<file path="src/rtl/truth_table_scanner_pkg.sv">
// truth_table_scanner_pkg: shared state encoding and sizes for the truth table scanner
package truth_table_scanner_pkg;
  localparam int MINTERMS = 8;
  localparam int IDX_W = 3;
  localparam int CNT_W = 4;
  localparam int TMR_W = 4;
  typedef enum logic [2:0] {S_IDLE, S_DRIVE, S_SETTLE, S_SAMPLE, S_FINISH} state_t;
endpackage

</file>
<file path="src/rtl/truth_table_scanner_settle_timer.sv">
// truth_table_scanner_settle_timer: loadable down-counter pacing the settle wait
module truth_table_scanner_settle_timer
  import truth_table_scanner_pkg::*;
(
  input  logic             clk,
  input  logic             reset,
  input  logic             load,
  input  logic             dec,
  input  logic [TMR_W-1:0] value,
  output logic             expired
);
  logic [TMR_W-1:0] cnt;
  // load when a minterm is driven, count down while settling
  always_ff @(posedge clk or posedge reset)
    if (reset) cnt <= '0;
    else if (load) cnt <= value;
    else if (dec) cnt <= cnt - 1'b1;
  assign expired = cnt <= TMR_W'(1);
endmodule

</file>
<file path="src/rtl/truth_table_scanner.sv">
// truth_table_scanner: walks all 8 minterms of an external function and captures its truth table
module truth_table_scanner
  import truth_table_scanner_pkg::*;
#(
  parameter int SETTLE = 1
)
(
  input  logic             clk,
  input  logic             reset,
  input  logic             start,
  input  logic             abort,
  input  logic [3:0]       letra,
  output logic [3:0]       sel_out,
  output logic             x,
  output logic             y,
  output logic             z,
  input  logic             s,
  output logic             busy,
  output logic             done,
  output logic [7:0]       mask,
  output logic [CNT_W-1:0] count
);
  state_t state, state_nxt;
  logic [IDX_W-1:0] idx;
  logic expired, accept, live, load, dec, capture, fin, last;
  assign last = idx == IDX_W'(MINTERMS - 1);
  assign {x, y, z} = idx;
  truth_table_scanner_settle_timer settle_timer (
    .clk     (clk),
    .reset   (reset),
    .load    (load),
    .dec     (dec),
    .value   (TMR_W'(SETTLE)),
    .expired (expired)
  );
  // state register
  always_ff @(posedge clk or posedge reset)
    if (reset) state <= S_IDLE;
    else state <= state_nxt;
  // next state: start only counts in IDLE, abort wins everywhere else
  always_comb begin
    state_nxt = state;
    if (state == S_IDLE) state_nxt = start ? S_DRIVE : S_IDLE;
    else if (abort) state_nxt = S_IDLE;
    else
      case (state)
        S_DRIVE:  state_nxt = (SETTLE == 0) ? S_SAMPLE : S_SETTLE;
        S_SETTLE: state_nxt = expired ? S_SAMPLE : S_SETTLE;
        S_SAMPLE: state_nxt = last ? S_FINISH : S_DRIVE;
        default:  state_nxt = S_IDLE;
      endcase
  end
  // per-state strobes; an abort suppresses every action of the aborted state
  always_comb begin
    accept  = state == S_IDLE && start;
    live    = state != S_IDLE && !abort;
    load    = live && state == S_DRIVE;
    dec     = live && state == S_SETTLE;
    capture = live && state == S_SAMPLE;
    fin     = live && state == S_FINISH;
  end
  // datapath: latch selector, capture samples, flag completion
  always_ff @(posedge clk or posedge reset)
    if (reset) begin
      idx     <= '0;
      mask    <= '0;
      count   <= '0;
      sel_out <= '0;
      busy    <= 1'b0;
      done    <= 1'b0;
    end else begin
      done <= fin;
      if (accept) begin
        idx     <= '0;
        mask    <= '0;
        count   <= '0;
        sel_out <= letra;
        busy    <= 1'b1;
      end
      if (fin || (state != S_IDLE && abort)) busy <= 1'b0;
      if (capture) begin
        mask[idx] <= s;
        count     <= count + CNT_W'(s);
        idx       <= last ? idx : idx + 1'b1;
      end
    end
endmodule

</file>
<file path="config.mk">
export PLATFORM = sky130hd
export DESIGN_NAME = truth_table_scanner
export DESIGN_NICKNAME = d
export VERILOG_FILES = /design/src/rtl/truth_table_scanner_pkg.sv /design/src/rtl/truth_table_scanner_settle_timer.sv /design/src/rtl/truth_table_scanner.sv
export SDC_FILE = /design/constraint.sdc
export NUM_CORES = 1
export LEC_CHECK = 0
export ABC_AREA = 1
export CAP_MARGIN = 20
export CORE_MARGIN = 2
export CORE_UTILIZATION = 40
export CTS_CLUSTER_DIAMETER = 40
export DETAILED_ROUTE_END_ITERATION = 6
export HOLD_SLACK_MARGIN = 0.08
export SKIP_CTS_REPAIR_TIMING = 1
export SLEW_MARGIN = 20
export SYNTH_ARGS = -nofsm -noshare
export SYNTH_HDL_FRONTEND = slang
export SYNTH_SLANG_ARGS = --single-unit
</file>
<file path="constraint.sdc">
create_clock -name clk -period 1.5 [get_ports clk]
set_input_delay 0.225 -clock clk [delete_from_list [all_inputs] [get_ports clk]]
set_output_delay 0.225 -clock clk [all_outputs]
set_load 0.03 [all_outputs]
</file>
==> impl_metrics.env <==
export IMPL_final_core_util=0.545
export IMPL_layout_min_cycle_time_ns=1.29
export IMPL_grt_total_usage=0.155
export IMPL_netSwitchingPower_w=0.000929
export IMPL_ir_drop_uv=648
export IMPL_row_count=22
export IMPL_postPlaceCellArea_um2=1870
export IMPL_ys_types=20
export IMPL_viasPerCell=4.59
export IMPL_slew_headroom=0.760
export IMPL_path_clk_slew_ns=0.09
export IMPL_grt_overflow=0
export IMPL_fin_cells=273
export IMPL_drv_cap=0
export IMPL_grt_max_degree=29
export IMPL_dieHeight_um=64.7
export IMPL_skew_ns=0.00483
export IMPL_yosys_warnings=0
export IMPL_cp_end_kind="flip-flop"
export IMPL_cts_tree="yes"
export IMPL_finalHoldViolCount=0
export IMPL_insertion_delay_ns=0.27
export IMPL_power_density_nw_per_um2=1220
export IMPL_start_util=0.409
export IMPL_gp_congestion=0.782
export IMPL_drtAntennaViolNets=0
export IMPL_cp_arrival_ns=1.46
export IMPL_pwr_share_clk=0.170
export IMPL_multi_input_area_um2=636
export IMPL_fmax_mhz=776
export IMPL_drive_above_1_share=0.0844
export IMPL_fin_ws_ns=0.212
export IMPL_die_w_um=64.7
export IMPL_start_kind="flip-flop"
export IMPL_syn_area_um2=1470
export IMPL_place_hpwl_um=2160
export IMPL_final_area_um2=1970
export IMPL_drt_wl_total_um=2940
export IMPL_final_cell_mix="nand2_1, dfrtp_1, inv_1, nand3_1, dlymetal6s2s_1"
export IMPL_wl_per_cell_um=10.8
export IMPL_htree_levels=1
export IMPL_worstPathRequired_ns=1.67
export IMPL_cts_buffers=3
export IMPL_combPwrFrac=0.405
export IMPL_placed_cells=270
export IMPL_nNetsFinal=242
export IMPL_syn_to_final_growth_pct=33.4
export IMPL_final_seq_area_um2=701
export IMPL_avgSynthCellArea_um2=7.76
export IMPL_grt_pass1_vias=1208
export IMPL_n_antenna_cell=0
export IMPL_final_common_cell="nand2_1"
export IMPL_antenna_found_initial=0
export IMPL_netlist_instances=190
export IMPL_tightest_slew_ns=0.359
export IMPL_worst_setup_path_type="reg2reg"
export IMPL_drt_iter0_drc=44
export IMPL_outcome="finished, final reports clean"
export IMPL_place_ws_ns=0.0475
export IMPL_switching_share=0.389
export IMPL_use_met1=0.204
export IMPL_yosys_register_bits=28
export IMPL_first_pass_iters=4
export IMPL_top_usage_layer="met2"
export IMPL_drc=0
export IMPL_use_met2=0.254
export IMPL_fillers=342
export IMPL_min_path_type="in2async"
export IMPL_clock_sinks=28
export IMPL_grt_pass1_wl_um=5130
export IMPL_clock_path_buffers=2
export IMPL_setup_violations=0
export IMPL_die_area_um2=4190
export IMPL_cp_max_fo=4
export IMPL_core_um2=3610
export IMPL_leakagePower_nw=1.37
export IMPL_vias=1252
export IMPL_fin_crit_sh=0.859
export IMPL_syn_num_nets=205
export IMPL_grt_met3_usage=0.0330
export IMPL_clockRootBuffer="clkbuf_8"
export IMPL_drv_slew=0
export IMPL_p_seq_frac=0.426
export IMPL_rsz0062_at_grt="false"
export IMPL_io_pins=30
export IMPL_numPortBuffers=29
export IMPL_p_int_w=0.00146
export IMPL_ys_seq_area_frac=0.475
==> per-layer routing <==
metal  routed length, µm  vias to the layer above  share of wire
li1                    -                      665              -
met1                1420                      566           0.48
met2                1400                       19           0.48
met3                 105                        2          0.036
met4                  14                        0         0.0048
met5                   0                        -              0
==> through the flow <==
| step | total power [W] | hold WS, ns | TNS [ns] |
|---|---|---|---|
| 2_1_floorplan | 0.00167 | 0.290 | 0 |
| 3_3_place_gp | 0.00199 | 0.461 | 0 |
| 3_5_place_dp | 0.00202 | 0.465 | 0 |
| 4_1_cts | 0.00244 | 0.326 | -0.927 |
| 5_1_grt | 0.00259 | 0.358 | 0 |
| 6_report | 0.00239 | 0.309 | 0 |
==> layout make-up <==
cell class,instances,share of cell area
sequential,28,0.356
multi-input combinational,130,0.323
timing repair buffer,38,0.219
inverter,26,0.0496
tap,48,0.0306
clock buffer,3,0.0210
==> cells in the mapped netlist <==
| master | n | area share |
|---|---|---|
| nand2_1 | 66 | 0.17 |
| dfrtp_1 | 28 | 0.48 |
| inv_1 | 25 | 0.064 |
| nand3_1 | 24 | 0.081 |
| nor2_1 | 11 | 0.028 |
| nand4_1 | 8 | 0.034 |
| ha_1 | 6 | 0.051 |
| o21ai_0 | 5 | 0.017 |
| nand2_2 | 3 | 0.013 |
| buf_2 | 2 | 0.0068 |
| buf_4 | 2 | 0.010 |
| nor2_4 | 2 | 0.015 |
| buf_6 | 1 | 0.0076 |
| clkbuf_1 | 1 | 0.0025 |
| inv_2 | 1 | 0.0025 |
| nand3b_1 | 1 | 0.0051 |
| nor3_1 | 1 | 0.0034 |
| o21ai_1 | 1 | 0.0034 |
| xnor2_1 | 1 | 0.0059 |
| xor2_1 | 1 | 0.0059 |
==> worst max-delay path, cell delays in order, from the launching register on <==
cell and delay, ns:
dfrtp_1 0.42, ha_1 0.21, ha_1 0.19, inv_1 0.10, nand2_1 0.12, nand3_1 0.10
nand2_1 0.05
==> final timing paths <==
check	startpoint	end	slack [ns]	cells after the start
worst max register to register	idx[1]	idx[0]	0.21	6
min in group clk	sel_out[1]	sel_out[1]	0.48	2
max in group asynchronous	reset	state[0]	0.92	3
worst min-delay path	reset	mask[2]	0.31	3
worst min register to register	sel_out[1]	sel_out[1]	0.48	2
worst max-delay path	idx[1]	idx[0]	0.21	6
==> cell families after synthesis <==
group | after synthesis | synth area share
adder cells (fa/ha/maj) | 6 | 0.0509
AO/OA/AOI/OAI | 6 | 0.0204
flip-flops | 28 | 0.475
XOR/XNOR | 2 | 0.0119
buffers and inverters | 32 | 0.0934
AND/OR/NAND/NOR | 116 | 0.348
==> flip-flops by register name, indices dropped and copies added (netlist names) <==
signal	flops
count	4
idx	3
sel_out	4
done	1
state	3
mask	8
settle_timer.cnt	4
busy	1
==> power groups by stage <==
stage          Clock [W]  Sequential, W  Combinational, W
2_1_floorplan          0        0.00119          0.000482
6_report        0.000405        0.00102          0.000968
3_3_place_gp           0        0.00103          0.000960
3_5_place_dp           0        0.00104          0.000986
4_1_cts         0.000424        0.00102          0.000994
5_1_grt         0.000463        0.00105           0.00108
(Power assumes the default switching activity.)
